[src/rtl/batch_sequencer_pkg.sv]
// Shared types and constants for the random-bit capture/dump path:
// sequencer state encoding and the header bytes framed by the batch transmitter.
package batch_sequencer_pkg;

   localparam int unsigned BYTE_BITS = 8;

   typedef enum logic [2:0] {
      ST_IDLE    = 3'd0,
      ST_CAPTURE = 3'd1,
      ST_ARM_RST = 3'd2,
      ST_ARM_GO  = 3'd3,
      ST_SEND    = 3'd4,
      ST_SETTLE  = 3'd5,
      ST_FINISH  = 3'd6
   } state_e;

   // Framing bytes the transmitter prepends to every dumped batch.
   localparam logic [7:0] HDR_SYNC0 = 8'hA5;
   localparam logic [7:0] HDR_SYNC1 = 8'h5A;
   localparam logic [7:0] HDR_BATCH = 8'hB7;

endpackage

[src/rtl/batch_sequencer_bit_packer.sv]
// Packs a serial bit stream MSB first; byte_valid_o marks the cycle whose
// bit_i completes a byte, with the full byte presented on byte_o.
module batch_sequencer_bit_packer
   import batch_sequencer_pkg::*;
(
   input  logic       clk,
   input  logic       rst,
   input  logic       clear_i,
   input  logic       shift_en_i,
   input  logic       bit_i,
   output logic [7:0] byte_o,
   output logic       byte_valid_o
);

   logic [6:0] shift_q;
   logic [2:0] cnt_q;

   // NOTE: sequential state is assigned with <= so every register samples pre-edge values.
   always_ff @(posedge clk) begin
      if (rst || clear_i) begin
         shift_q <= '0;
         cnt_q   <= '0;
      end else if (shift_en_i) begin
         shift_q <= {shift_q[5:0], bit_i};
         cnt_q   <= cnt_q + 3'd1;
      end
   end

   assign byte_o       = {shift_q, bit_i};
   assign byte_valid_o = shift_en_i && (cnt_q == 3'(BYTE_BITS - 1));

endmodule

[src/rtl/batch_sequencer.sv]
// Capture/dump sequencer: fills the batch memory from the bit packer, then
// hands the memory port to the UART transmitter and waits for it to finish.
module batch_sequencer
   import batch_sequencer_pkg::*;
#(
   parameter int unsigned BATCH_SIZE     = 1000,
   parameter int unsigned MEM_ADDR_WIDTH = $clog2(BATCH_SIZE),
   parameter int unsigned NUM_BATCHES    = 0,
   parameter int unsigned SETTLE_CYCLES  = 16,
   parameter int unsigned TIMEOUT_CYCLES = 2**28
) (
   input  logic                      clk,
   input  logic                      rst,
   input  logic                      run,
   input  logic                      bit_valid,
   input  logic                      bit_in,
   output logic [MEM_ADDR_WIDTH-1:0] mem_addr,
   output logic [7:0]                mem_din,
   output logic                      mem_we,
   output logic                      mem_oe,
   input  logic [MEM_ADDR_WIDTH-1:0] tx_mem_addr,
   input  logic                      tx_mem_we,
   input  logic                      tx_mem_oe,
   output logic                      tx_start,
   output logic                      tx_rst,
   input  logic                      tx_done,
   output logic                      busy,
   output logic                      done,
   output logic                      timeout_err,
   output logic [15:0]               batch_cnt,
   output logic [15:0]               drop_cnt
);

   localparam logic [MEM_ADDR_WIDTH-1:0] LAST_ADDR    = MEM_ADDR_WIDTH'(BATCH_SIZE - 1);
   localparam logic [31:0]               TIMEOUT_LAST = 32'(TIMEOUT_CYCLES - 1);
   localparam logic [31:0]               SETTLE_LAST  = 32'(SETTLE_CYCLES - 1);
   localparam logic [15:0]               BATCH_LIMIT  = 16'(NUM_BATCHES);

   state_e                    state_q, state_d;
   logic [MEM_ADDR_WIDTH-1:0] wr_addr_q, wr_addr_d;
   logic [MEM_ADDR_WIDTH-1:0] cap_addr_q, cap_addr_d;
   logic [7:0]                cap_din_q, cap_din_d;
   logic                      cap_we_q, cap_we_d;
   logic [31:0]               wd_cnt_q, wd_cnt_d;
   logic [31:0]               settle_cnt_q, settle_cnt_d;
   logic [15:0]               batch_cnt_q, batch_cnt_d;
   logic [15:0]               drop_cnt_q, drop_cnt_d;
   logic                      timeout_err_q, timeout_err_d;
   logic                      kill_q, kill_d;
   logic                      capture_start;
   logic                      shift_en;
   logic [7:0]                packed_byte;
   logic                      byte_valid;

   // Dropping run in CAPTURE abandons the batch, so that cycle's bit is not taken.
   assign shift_en = (state_q == ST_CAPTURE) && run && bit_valid;

   batch_sequencer_bit_packer u_packer (
      .clk          (clk),
      .rst          (rst),
      .clear_i      (capture_start),
      .shift_en_i   (shift_en),
      .bit_i        (bit_in),
      .byte_o       (packed_byte),
      .byte_valid_o (byte_valid)
   );

   // NOTE: every always_comb output gets a default first so no path infers a latch.
   always_comb begin
      state_d       = state_q;
      wr_addr_d     = wr_addr_q;
      wd_cnt_d      = wd_cnt_q;
      settle_cnt_d  = settle_cnt_q;
      batch_cnt_d   = batch_cnt_q;
      timeout_err_d = timeout_err_q;
      kill_d        = 1'b0;
      capture_start = 1'b0;

      unique case (state_q)
         ST_IDLE: begin
            if (run) begin
               state_d       = ST_CAPTURE;
               capture_start = 1'b1;
            end
         end
         ST_CAPTURE: begin
            if (!run) begin
               state_d = ST_IDLE;
            end else if (byte_valid) begin
               wr_addr_d = wr_addr_q + 1'b1;
               if (wr_addr_q == LAST_ADDR) state_d = ST_ARM_RST;
            end
         end
         ST_ARM_RST: state_d = ST_ARM_GO;
         ST_ARM_GO: begin
            wd_cnt_d = '0;
            state_d  = ST_SEND;
         end
         ST_SEND: begin
            // A done flag arriving on the expiry cycle still completes the batch.
            if (tx_done) begin
               batch_cnt_d  = batch_cnt_q + 16'd1;
               settle_cnt_d = '0;
               if ((NUM_BATCHES != 0) && (batch_cnt_d == BATCH_LIMIT)) state_d = ST_FINISH;
               else if (!run)                                         state_d = ST_IDLE;
               else                                                   state_d = ST_SETTLE;
            end else if (wd_cnt_q == TIMEOUT_LAST) begin
               timeout_err_d = 1'b1;
               kill_d        = 1'b1;
               state_d       = ST_IDLE;
            end else begin
               wd_cnt_d = wd_cnt_q + 32'd1;
            end
         end
         ST_SETTLE: begin
            if (settle_cnt_q == SETTLE_LAST) begin
               if (run) begin
                  state_d       = ST_CAPTURE;
                  capture_start = 1'b1;
               end else begin
                  state_d = ST_IDLE;
               end
            end else begin
               settle_cnt_d = settle_cnt_q + 32'd1;
            end
         end
         ST_FINISH: if (!run) state_d = ST_IDLE;
         default:   state_d = ST_IDLE;
      endcase

      if (capture_start) begin
         wr_addr_d     = '0;
         timeout_err_d = 1'b0;
      end
   end

   always_comb begin
      cap_we_d   = byte_valid;
      cap_addr_d = byte_valid ? wr_addr_q : cap_addr_q;
      cap_din_d  = byte_valid ? packed_byte : cap_din_q;
      drop_cnt_d = drop_cnt_q;
      if (bit_valid && (state_q != ST_CAPTURE) && (drop_cnt_q != 16'hFFFF))
         drop_cnt_d = drop_cnt_q + 16'd1;
   end

   always_ff @(posedge clk) begin
      if (rst) begin
         state_q       <= ST_IDLE;
         wr_addr_q     <= '0;
         cap_addr_q    <= '0;
         cap_din_q     <= '0;
         cap_we_q      <= 1'b0;
         wd_cnt_q      <= '0;
         settle_cnt_q  <= '0;
         batch_cnt_q   <= '0;
         drop_cnt_q    <= '0;
         timeout_err_q <= 1'b0;
         kill_q        <= 1'b0;
      end else begin
         state_q       <= state_d;
         wr_addr_q     <= wr_addr_d;
         cap_addr_q    <= cap_addr_d;
         cap_din_q     <= cap_din_d;
         cap_we_q      <= cap_we_d;
         wd_cnt_q      <= wd_cnt_d;
         settle_cnt_q  <= settle_cnt_d;
         batch_cnt_q   <= batch_cnt_d;
         drop_cnt_q    <= drop_cnt_d;
         timeout_err_q <= timeout_err_d;
         kill_q        <= kill_d;
      end
   end

   // Only one master owns the memory port at a time; the capture write lands in ARM_RST too.
   always_comb begin
      mem_addr = '0;
      mem_din  = '0;
      mem_we   = 1'b0;
      mem_oe   = 1'b0;
      unique case (state_q)
         ST_CAPTURE, ST_ARM_RST: begin
            mem_addr = cap_addr_q;
            mem_din  = cap_din_q;
            mem_we   = cap_we_q;
         end
         ST_SEND: begin
            mem_addr = tx_mem_addr;
            mem_we   = tx_mem_we;
            mem_oe   = tx_mem_oe;
         end
         default: ;
      endcase
   end

   assign busy        = (state_q != ST_IDLE);
   assign done        = (state_q == ST_FINISH);
   assign tx_start    = (state_q == ST_ARM_GO);
   assign tx_rst      = rst || (state_q == ST_ARM_RST) || kill_q;
   assign timeout_err = timeout_err_q;
   assign batch_cnt   = batch_cnt_q;
   assign drop_cnt    = drop_cnt_q;

endmodule

[config.mk]
export PLATFORM = sky130hd
export DESIGN_NAME = batch_sequencer
export DESIGN_NICKNAME = d
export VERILOG_FILES = /design/src/rtl/batch_sequencer_pkg.sv /design/src/rtl/batch_sequencer_bit_packer.sv /design/src/rtl/batch_sequencer.sv
export SDC_FILE = /design/constraint.sdc
export NUM_CORES = 1
export LEC_CHECK = 0
export CELL_PAD_IN_SITES_DETAIL_PLACEMENT = 0
export CELL_PAD_IN_SITES_GLOBAL_PLACEMENT = 1
export CORE_MARGIN = 1
export CORE_UTILIZATION = 38
export DETAILED_ROUTE_END_ITERATION = 8
export PLACE_DENSITY = 0.76
export SLEW_MARGIN = 20
export SYNTH_ARGS = -nofsm -noshare
export SYNTH_HDL_FRONTEND = slang
export SYNTH_SLANG_ARGS = --single-unit
[constraint.sdc]
create_clock -name clk -period 2 [get_ports clk]
set_clock_uncertainty 0.15 [all_clocks]
set_input_delay 0.2 -clock clk [delete_from_list [all_inputs] [get_ports clk]]
set_output_delay 0.2 -clock clk [all_outputs]
set_load 0.05 [all_outputs]
==> results.cfg <==
[clock_network]
cts-buffers-inserted = 17
worstSkewPairLatency_ps = 420
cts_sinks = 140
cts_hold_buffers = 0
maximum_count_of_clock_buffers_along_a_single_path = 2
cts_root_buf = clkbuf_16
cts-htree-levels = 4
cts_tree = yes
clk_pin_slew_ps = 60

[sta]
layout_min_cycle_time_ps = 2100
hold_viol = 0
timing.slew.headroom_pct = 64.7
final.setup.tns_ps = -1840
final-max-slew-violation-count = 0
unrepaired_setup_endpoints_after_global_routing = true
final-setup-viol-count = 36
max_slew.worst_pin.slew_ps = 528
smallest_setup_slack_after_layout_ps = -102
final_clock_period_utilization_by_the_worst_path_pct = 105
timing.fmax_mhz = 476

[outcome]
result_of_the_run = finished with violations
violations = setup timing

[floorplan]
die_height_um = 133
num_rows = 47
starting_density_of_the_core_pct = 39.1
fp.dieArea_mm2 = 0.0177
io_pins = 75
core-area_mm2 = 0.0167
fp.dieW_um = 133

[setup_path]
worst_r2r_path_depth = 7
timing.critical_path.from_type = flip-flop
regToRegSetupSlack_ps = -100
crit_arrival_ps = 2310
critPathKind = reg -> reg
data_required_time_of_the_worst_path_ps = 2200
ff_to_ff_end = settle_cnt_q[22]
timing.critical_path.to_type = flip-flop
startpoint = settle_cnt_q[7]
critical_path_peak_fanout = 6
worst_r2r_startpoint = settle_cnt_q[7]
critPathCapture = settle_cnt_q[22]

[drt]
drt_pass1_iterations = 5
detail_route.wirelength.met1_um = 7960
detailroute.via_count = 6327
detail_route.vias_per_cell = 5.19
route.antenna.remaining_nets = 0
highest_layer = met4
postRouteWirelength_um = 18200
first_iter_violations = 301
routed-wl-met3_um = 605
post_drt_wl_per_cell_um = 14.9
met2_length_um = 9370
remaining_drc_errors = 0

[logic_synthesis]
ys_async_sr_fraction_pct = 0
yosys.area.top_type_share_pct = 42.9
count_of_flip_flops_with_a_built_in_enable_after_synthesis = 0
dominantRegCellSynth = dfxtp_1
synth.lib_cells_used.distinct = 54
yosys_warnings = 0
postSynthCellCount = 782
synth.avg_cell_area_um2 = 8.35
syn_area_mm2 = 0.00653
yosysTopAreaCell = dfxtp_1
synth_seq_area_share_pct = 42.9
total_of_flip_flops_plus_latches_after_synthesis = 140
net_count_after_synthesis = 807
netlist_top_cells_area = dfxtp_1, nor2_1, xor2_1

[place]
port_buffers = 74
post-dp-hpwl_um = 11800
place_worst_setup_slack_ps = -399
weighted_congestion_reported_at_the_end_of_routability_driven_placement = 0.778

[power_and_ir_drop]
power-per-cell-area_mw_per_mm2 = 617
p_leak_nw = 4.01
max-vdd-ir-drop_mv = 0.677

[final_layout]
fraction_of_layout_cells_with_a_size_suffix_above_1_pct = 34.4
areaGrowthSynthToFinish_pct = 57.5
fin_nets = 1012
antennaDiodeCount = 0

[global_route]
antenna_found_initial = 0
grt_pass1_vias = 5988
pin_count_of_the_biggest_net_entering_global_routing = 31
grt_overflow = 0
grt_use_total_pct = 20.2
grt_pass1_wl_um = 28800

[flow_run]
maxCapViolCount = 0

[worst_hold_path]
holdCritPathClass = in -> reg
-- logic make-up after synthesis --
| kind of cell | Yosys count | synth area share, % |
|---|---|---|
| compound gates | 105 | 10.4 |
| buf+inv | 47 | 2.82 |
| flops | 140 | 42.9 |
| simple gates | 393 | 30.4 |
| xor+xnor | 88 | 11.8 |
| mux | 2 | 0.307 |
| fa+ha+maj | 7 | 1.34 |
-- cell type report --
class	instances	area, um2
sequential	140	2860
tap	220	275
multi-input combinational	595	4220
clock inverter	14	144
clock buffer	18	429
fill	1370	6420
inverter	8	30.0
timing repair buffer	225	2330
-- cells in the mapped netlist (14+ instances only) --
cell	count
nor2_1	114
nand2_1	101
xnor2_1	40
xor2_1	48
a21oi_1	55
and2_1	14
dfxtp_1	140
nand4_1	30
nand3_1	35
o21ai_0	14
nor3_1	16
and3_1	17
clkbuf_1	31
-- worst min path at each step --
stage                       from           end  slack, ps  cells after the start
floorplan                 bit_in  cap_din_q[0]        190                      2
global placement    cap_din_q[0]  cap_din_q[0]        290                      2
detailed placement  cap_din_q[0]  cap_din_q[0]        290                      2
CTS                          rst  batch_cnt[6]         50                      2
global route                 rst  batch_cnt[3]         40                      2
finish                       rst  batch_cnt[6]         60                      2
-- registers in the layout, indices dropped and copies added, names as in the netlist, 3 cells and up --
signal / flops
cap_addr_q: 10
state_q: 3
u_packer.shift_q: 7
cap_din_q: 8
batch_cnt: 16
u_packer.cnt_q: 3
wd_cnt_q: 32
drop_cnt: 16
settle_cnt_q: 32
wr_addr_q: 10
-- cell usage in the layout, fill, tap and decap left out, types with 9 or more instances in the layout --
cell type / count
buf_4: 118
dfxtp_1: 110
nor2_1: 108
nand2_1: 100
xor2_1: 48
a21oi_1: 44
xnor2_1: 36
nand4_1: 30
buf_12: 30
nand3_1: 27
clkdlybuf4s50_1: 26
dfxtp_2: 23
buf_6: 23
clkbuf_16: 18
and3_1: 14
dlymetal6s2s_1: 12
or3_1: 11
dlygate4sd2_1: 11
and2_4: 9
o21ai_0: 9
and4_1: 9
-- critical path, stage by stage, from the launching register on --
cell	delay (ps)
dfxtp_4	370
buf_6	100
and4_4	220
and3_4	200
nand3_4	70
a2111o_1	420
or3_1	360
a21oi_2	130
-- per-stage QoR --
stage	std cells	hold WS (ps)	utilization (%)	power, W	cell area (um2)
4_1_cts	1205	46.1	57.4	0.00637	9590
2_1_floorplan	782	186	-	0.00306	6620
5_1_grt	1220	42.9	61.6	0.00659	10300
3_5_place_dp	1149	294	51.4	0.00322	8590
6_report	1220	59.4	61.6	0.00634	10300
3_3_place_gp	1149	294	51.4	0.00321	8590
-- power by group --
group	switching, W	internal [W]
registers	0.0000185	0.00280
logic	0.000236	0.000200
clock network	0.00125	0.00184
-- metal layers --
layer | global-route usage [%] | up-vias
met4 | 6.58 | 0
met2 | 34.1 | 123
li1 | - | 3127
met1 | 24.7 | 3054
met3 | 5.63 | 23
met5 | 0 | -
-- timing repair --
| item | in CTS | in global routing |
|---|---|---|
| setup buffers | 23 | 14 |
| cloned | 1 | 1 |
| gates resized for setup | 75 | 125 |
| endpoints found under the setup margin | 90 | 126 |
| endpoints found under the hold margin | 0 | 0 |
| pin swaps | 21 | 73 |
Note: power is estimated with default switching activity, not from simulation.
